--- src/rtl/hamming72_encoder_tx.sv ---
// SECDED (72,64) transmit encoder with send/acknowledge/retry control.
// A 64-bit word is accepted in IDLE, encoded into a Hamming (72,64) codeword
// (parity at power-of-two positions, overall even parity at bit 0), strobed
// onto the link and retransmitted on receiver resend or timeout until
// MAX_RETRY retransmissions are used up, after which the block parks in FAIL.
// Optional build macro FAULT_INJECT_EN adds inj_mask, XORed into the first
// send of each word only.
module hamming72_encoder_tx #(
    parameter int MAX_RETRY = 3,
    parameter int TIMEOUT   = 16
) (
    input  logic                             clk,
    input  logic                             reset,
    input  logic [63:0]                      data_in,
    input  logic                             in_valid,
    output logic                             in_ready,
    output logic [71:0]                      code_out,
    output logic                             sendout,
    input  logic                             rx_ready,
    input  logic                             rx_resend,
    output logic                             done,
    output logic                             fail,
    output logic [$clog2(MAX_RETRY+1)-1:0]   retry_cnt
`ifdef FAULT_INJECT_EN
    ,
    input  logic [71:0]                      inj_mask
`endif
);

    localparam int RW = $clog2(MAX_RETRY + 1);
    localparam int TW = $clog2(TIMEOUT + 1);
    localparam logic [RW-1:0] MAX_R   = RW'(MAX_RETRY);
    localparam logic [TW-1:0] TO_LAST = TW'(TIMEOUT - 1);

    typedef enum logic [2:0] {
        S_IDLE,
        S_ENCODE,
        S_SEND,
        S_WAIT,
        S_FAIL
    } state_t;

    state_t        state_q, state_d;
    logic [63:0]   data_q, data_d;
    logic [71:0]   code_q, code_d;
    logic          send_q, send_d;
    logic          done_q, done_d;
    logic          fail_q, fail_d;
    logic [RW-1:0] retry_q, retry_d;
    logic [TW-1:0] timer_q, timer_d;
    logic [71:0]   enc_word;
`ifdef FAULT_INJECT_EN
    logic [71:0]   clean_q, clean_d;
`endif

    // Data bits fill non-power-of-two positions in ascending order; parity bit
    // 2^k covers every position whose index has bit k set; bit 0 makes the
    // whole word even parity.
    function automatic logic [71:0] encode72(input logic [63:0] d);
        logic [71:0] cw;
        logic        par;
        int          di;
        cw = '0;
        di = 0;
        for (int p = 3; p < 72; p++) begin
            if ((p & (p - 1)) != 0) begin
                cw[p[6:0]] = d[di[5:0]];
                di = di + 1;
            end
        end
        for (int k = 0; k < 7; k++) begin
            par = 1'b0;
            for (int p = 3; p < 72; p++) begin
                if (((p >> k) & 1) != 0) begin
                    par = par ^ cw[p[6:0]];
                end
            end
            cw[7'(1 << k)] = par;
        end
        cw[0] = ^cw[71:1];
        return cw;
    endfunction

    assign enc_word  = encode72(data_q);
    assign in_ready  = (state_q == S_IDLE);
    assign code_out  = code_q;
    assign sendout   = send_q;
    assign done      = done_q;
    assign fail      = fail_q;
    assign retry_cnt = retry_q;

    // Next-state and next-register computation; timer_q == 0 marks the WAIT guard cycle.
    always_comb begin
        state_d = state_q;
        data_d  = data_q;
        code_d  = code_q;
        retry_d = retry_q;
        timer_d = timer_q;
        done_d  = 1'b0;
        fail_d  = fail_q;
`ifdef FAULT_INJECT_EN
        clean_d = clean_q;
`endif
        case (state_q)
            S_IDLE: begin
                if (in_valid) begin
                    data_d  = data_in;
                    retry_d = '0;
                    state_d = S_ENCODE;
                end
            end
            S_ENCODE: begin
`ifdef FAULT_INJECT_EN
                code_d  = enc_word ^ inj_mask;
                clean_d = enc_word;
`else
                code_d  = enc_word;
`endif
                state_d = S_SEND;
            end
            S_SEND: begin
                timer_d = '0;
                state_d = S_WAIT;
            end
            S_WAIT: begin
                timer_d = timer_q + 1'b1;
                if ((timer_q != '0) && rx_ready) begin
                    done_d  = 1'b1;
                    state_d = S_IDLE;
                end else if (((timer_q != '0) && rx_resend) || (timer_q == TO_LAST)) begin
                    if (retry_q < MAX_R) begin
                        retry_d = retry_q + 1'b1;
`ifdef FAULT_INJECT_EN
                        code_d  = clean_q;
`endif
                        state_d = S_SEND;
                    end else begin
                        fail_d  = 1'b1;
                        state_d = S_FAIL;
                    end
                end
            end
            S_FAIL: begin
                state_d = S_FAIL;
            end
            default: begin
                state_d = S_IDLE;
            end
        endcase
        send_d = (state_d == S_SEND);
    end

    // State and output registers with synchronous reset.
    always_ff @(posedge clk) begin
        if (reset) begin
            state_q <= S_IDLE;
            data_q  <= '0;
            code_q  <= '0;
            send_q  <= 1'b0;
            done_q  <= 1'b0;
            fail_q  <= 1'b0;
            retry_q <= '0;
            timer_q <= '0;
`ifdef FAULT_INJECT_EN
            clean_q <= '0;
`endif
        end else begin
            state_q <= state_d;
            data_q  <= data_d;
            code_q  <= code_d;
            send_q  <= send_d;
            done_q  <= done_d;
            fail_q  <= fail_d;
            retry_q <= retry_d;
            timer_q <= timer_d;
`ifdef FAULT_INJECT_EN
            clean_q <= clean_d;
`endif
        end
    end

endmodule
--- config.mk ---
export PLATFORM = sky130hd
export DESIGN_NAME = hamming72_encoder_tx
export DESIGN_NICKNAME = d
export VERILOG_FILES = /design/src/rtl/hamming72_encoder_tx.sv
export SDC_FILE = /design/constraint.sdc
export NUM_CORES = 1
export LEC_CHECK = 0
export ABC_AREA = 1
export BUFFER_PORTS_ARGS = -buffer_cell sky130_fd_sc_hd__buf_2
export CAP_MARGIN = 10
export CELL_PAD_IN_SITES_DETAIL_PLACEMENT = 2
export CELL_PAD_IN_SITES_GLOBAL_PLACEMENT = 2
export CORE_MARGIN = 2
export CORE_UTILIZATION = 30
export CTS_CLUSTER_SIZE = 40
export DETAILED_ROUTE_END_ITERATION = 10
export HOLD_SLACK_MARGIN = 0.05
export PLACE_DENSITY_LB_ADDON = 0.05
export SLEW_MARGIN = 20
export SYNTH_ARGS = -nofsm -noshare
export SYNTH_HDL_FRONTEND = slang
export SYNTH_SLANG_ARGS = --single-unit
--- constraint.sdc ---
create_clock -name clk -period 2.4 [get_ports clk]
set_input_delay 0.48 -clock clk [delete_from_list [all_inputs] [get_ports clk]]
set_output_delay 0.48 -clock clk [all_outputs]
set_load 0.01 [all_outputs]
* Word-level counts from Yosys, hierarchy flattened
Cells that the tools add are included.
** Storage, ports and cells
- Register bits after elaboration :: 148
- Input port bits :: 69
- Output and inout bits :: 78
- Logic and storage cells :: 240
** Operators by class
- $add $sub $neg :: 2
- Magnitude comparators :: 1
- Equality and inequality tests :: 10
- Multiplexer cells :: 12
- Bitwise gates (word level) :: 195
- Reduce and logical (&&, ||, !) cells :: 12
** Operator list (count)
- XOR 1 bit :: 192
- XOR reduction 71 bit :: 1
- one-hot mux 3 bit (5 select lines) :: 1
- 2-to-1 mux 3 bit :: 4
- one-hot mux 5 bit (2 select lines) :: 1
- == test 3 x 2 -> 1 bit, second input constant :: 3
- 2-to-1 mux 2 bit :: 4
- != test 2 bit, second input constant :: 4
- adder 5 x 1 -> 5 bit, second input constant :: 1
- == test 5 x 4 -> 1 bit, second input constant :: 1
- AND reduction 5 bit :: 1
- nonzero test 5 bit :: 1
- one-hot mux 2 bit (2 select lines) :: 1
- AND reduction 4 bit :: 1
- nonzero test 2 bit :: 2
- == test 3 x 1 -> 1 bit, second input constant :: 1
- == test 3 bit, second input constant :: 1
- zero test 3 bit :: 1
- inverter 1 bit :: 3
- adder 2 x 1 -> 2 bit, second input constant :: 1
- logical AND 1 bit :: 2
- less-than comparator 2 bit, second input constant :: 1
- AND reduction 2 bit :: 1
- OR reduction 2 bit :: 1
- other kinds (2) :: 2

* Logic depth before layout (Yosys ltp)
- Word-level depth :: 35
- Depth in mapped cells :: 25
- Gate-level depth less buffers :: 24

* Least setup slack after synthesis
OpenSTA, ideal clock, no wires.
- Kind :: reg2reg
- Start point :: register data_q[40]
- End point :: register code_q[0], in the netlist code_out[0]
- Library setup time :: 0.109 ns
- Data arrival time :: 1.724 ns
- Required time :: 2.291 ns
- Slack :: 0.567 ns
- Cell stages (with the launch flop) :: 26
- Path buffers :: 1
- Period minus slack after synthesis :: 1.833 ns
- Path through :: dfxtp_1 buf_4 inv_1 nand2_1 nand2_1 inv_1 nand2_1 nand2_1 nand2_1 nand2_1 inv_1 nand3_1 nand2_1 inv_1 nand3_1 nand2_1 nand2_1 nand2_1 nand2_1 nand2_1 nand2_1 nand2_1 nand2_1 nand3_1 nand2_1 inv_1
** Between the ends
- Cells in the longest elaborated chain, start to end :: 18
- Elaborated cells between the ends (all ways) :: 66
- Classes of those cells :: bitwise: 65; reduce/logical: 1
** RTL lines
- start, declared :: line 44 : logic [63:0] data_q, data_d;
- start signal, assigned :: line 169 : data_q <= data_d;
- XOR 1 bit (17 in series) :: line 75 : par = par ^ cw[p[6:0]];
- XOR reduction 71 bit * :: line 80 : cw[0] = ^cw[71:1];
- end signal, assigned :: line 170 : code_q <= code_d;
- end, declared :: line 45 : logic [71:0] code_q, code_d;
Mark *: on every way between the ends. The rest lies on a longest branch, timed or not.
A chain may end at the register's enable or synchronous reset.

* Worst setup path after layout
- Start point :: register data_q[23]
- End point :: register code_q[0], in the netlist code_out[0]
** Between the ends
- Cells in the longest elaborated chain, start to end :: 24
- Elaborated cells between the ends (all ways) :: 84
- Classes of those cells :: bitwise: 83; reduce/logical: 1
** RTL lines (line)
- XOR 1 bit (23 in series) :: 75
- XOR reduction 71 bit * :: 80
Marked as above.

==> out/metrics.cfg <==
[detailed_routing]
drcViolationCount = 0
drt-total-wl_um = 27650
drt_pre_antenna_iters = 4
routedWlPerCell_um = 17.12
dr_total_vias = 7711
first_iter_violations = 285
drt.antenna.violating_nets = 0
via_per_inst = 4.775

[timing]
fmax_mhz = 440.9
min_period_ns = 2.268
skew_ns = 0.01765
tns_ns = 0
setup_viol = 0
relSlewSlack_pct = 64.66
hold_violations = 0
finalMaxSlewViolations = 0
timing.hold.ws_ns = 0.2914
worst_slew_pin_slew_ns = 0.5296
period_share_pct = 94.50

[die]
die_area_um2 = 26500
die_y_um = 162.8
fp-row-count = 58
dieWidth_um = 162.8
core-area_um2 = 24960
start_util_pct = 30.30
io_pins = 147

[final_layout]
nNetsFinal = 1345
antenna_cells = 0
ff_latch_area_um2 = 3070
fill_cells = 3038
multi_input_area_um2 = 4245
layout-drive-gt1-share_pct = 31.75
syn2layout_area_growth_pct = 30.57

[critical_path]
end_kind = flop
path_class = flop to flop
crit_path_max_fanout = 4
reg2reg_from = data_q[23]$_SDFFE_PP0P_
cp-start-kind = flop
crit_slowest_cell = dfxtp_4
slowest_delay_ns = 0.37
cp-startpoint = data_q[23]$_SDFFE_PP0P_
critPathRequiredTime_ns = 2.73
cp_cell_sequence = buf_4 -> nand2_1 -> nand2_2 -> nand2_2 -> nand2_1 -> nand2_2 -> nand2_4 -> buf_4 -> xnor3_1 -> inv_1 -> nand3_1 -> nand2_2 -> nand2_1 -> nand2_2 -> inv_1 -> nand2_2 -> nand2_1 -> nand2_1 -> nand3_1 -> nand2_1 -> inv_1
worstPathArrival_ns = 2.60

[worst_hold_path]
hp-start = data_in[42]
holdCritPathClass = input pin to flop

[global_routing]
grt_usage_pct = 21.10
grt_pass1_wl_um = 43700
overflow = 0
grt_util_met3_pct = 3.972
grt_use_met2_pct = 34.32
grt_busiest_layer = met2
gr-usage-met1_pct = 29.00
antenna_found_initial = 1
grt_max_degree = 91
grt_pass1_vias = 8173

[synth]
syn_avg_cell_area_um2 = 6.771
syn_area_um2 = 7564
yosys_warnings = 0
ys_seq_area_share_pct = 39.17
syn_inst = 1117
synthArstFlopShare_pct = 0
synth_ff_type = dfxtp_1
synth_nets = 1190
ys_seq_elements = 148
synth_edf_count = 0
synth_cell_types = 38

[clock_network]
cts.clk_slew.worst_paths_ns = 0.07
cts_tree = yes
clockBufferDepth = 2
clock_latency_ns = 0.43
cts_root_buf = clkbuf_16
cts_max_level = 4
cts_buffers = 17
ctsHoldBuffers = 0
cts_sinks = 148

[run_status]
outcome = completed

[flow_run]
maxCapViolCount = 0

[placement]
portBuffers = 145
dpl.hpwl_um = 20440
gp_congestion = 0.7912

[power_and_ir_drop]
peakVddDrop_mv = 0.4184
leakagePower_nw = 4.769
power_density_nw_per_um2 = 981.5

[path summary, 6_finish.rpt]
| kind | slack [ns] | endpoint | cells past startpoint |
|---|---|---|---|
| setup reg to reg | 0.13 | code_out[0]$_SDFFE_PP0P_ | 21 |
| setup / recovery | 0.13 | code_out[0]$_SDFFE_PP0P_ | 21 |
| hold / removal | 0.29 | data_q[42]$_SDFFE_PP0P_ | 3 |
| hold reg to reg | 0.48 | fail$_SDFFE_PP0P_ | 2 |
[power breakdown]
part           total, mW  leakage [nW]  switching, mW  internal (mW)
Clock               2.71         0.278           1.22           1.49
Sequential          3.03          1.24          0.280           2.75
Combinational       3.95          3.25           2.48           1.47
Total               9.69          4.77           3.98           5.71
[stage by stage]
step / setup slack, ns / util (%) / instance area (µm²) / power [mW] / std cells
final: 0.1321 / 39.56 / 9876 / 9.693 / 1615
after detailed placement: -0.02256 / 34.97 / 8731 / 6.473 / 1567
after global placement: 0.01730 / 34.97 / 8731 / 6.356 / 1567
after floorplan: 0.5670 / - / 7564 / 5.305 / 1117
after global routing: -0.1271 / 39.56 / 9876 / 10.44 / 1615
after CTS: 0.02296 / 37.32 / 9316 / 9.242 / 1599
[layout by cell type (no fill, tap or decap), types with 4 or more instances in the layout]
master     instances
nand3_1           43
buf_4             39
a21oi_1          126
inv_6              6
inv_1             81
dfxtp_4           19
clkbuf_16         17
nand2_2           62
xor2_2             4
xnor2_1           34
ha_1               4
nand2_1          271
inv_2             31
nand4_1            4
nand3_2           18
nand3b_1           5
dfxtp_1          100
nor2_1            46
inv_4              8
dfxtp_2           29
buf_2            145
nand2_4            4
xnor2_2            5
o21ai_0          121
xor2_1            25
[logic make-up after synthesis]
| logic type | count (synthesis) | synth area share (%) |
|---|---|---|
| adder cells (fa/ha/maj) | 4 | 0.6617 |
| other | 1 | 0.04958 |
| AND/OR/NAND/NOR | 467 | 25.26 |
| flip-flops | 148 | 39.17 |
| buffers and inverters | 173 | 8.916 |
| AO/OA/AOI/OAI | 254 | 17.06 |
| XOR/XNOR | 70 | 8.883 |
[critical path: cells and delay by family, from the launching register on]
kind | cells | cell delay, ns
xor gates and xnor gates | 1 | 0.25
DFF | 1 | 0.37
and+or+nand+nor | 15 | 1.14
buffers and inverters | 5 | 0.41
[timing repair]
| item | CTS | global route |
|---|---|---|
| gates resized for setup | 4 | 190 |
| buffers inserted | 0 | 17 |
| pin swaps | 0 | 42 |
| endpoints found under the setup margin | 1 | 1 |
[synth_stat cells, drive strengths merged (3+ instances only)]
cell      n  area, µm²
nor2     48      180.2
clkbuf   43      165.1
buf       8      51.30
nand2   337       1287
ha        4      50.05
a21oi   126      630.6
nor3      3      15.01
nand4     4      25.02
inv     122      457.9
xor2     29      261.5
o21ai   121      605.6
dfxtp   148       2963
xnor2    40      387.9
nand3    62      315.3
or2       3      18.77
nand3b    5      37.54
[layout make-up]
class | instances | area share, %
Tap cell | 330 | 4.181
Clock inverter | 14 | 1.432
Clock buffer | 18 | 4.447
Timing Repair Buffer | 187 | 10.92
Sequential cell | 148 | 31.09
Multi-Input combinational cell | 796 | 42.99
Inverter | 122 | 4.941
[layer usage]
layer	vias up	share of wire, %
met3	22	3.7
li1	3884	-
met2	121	47
met5	-	0.047
met4	2	1.2
met1	3682	48
[flip-flops by register name, indices dropped and copies added, names as in the netlist]
signal and flops:
code_out 71, data_q 64, done 1, fail 1, retry_cnt 2, sendout 1
state_q 3, timer_q 5
No activity file was read; power rests on OpenSTA's default activity.
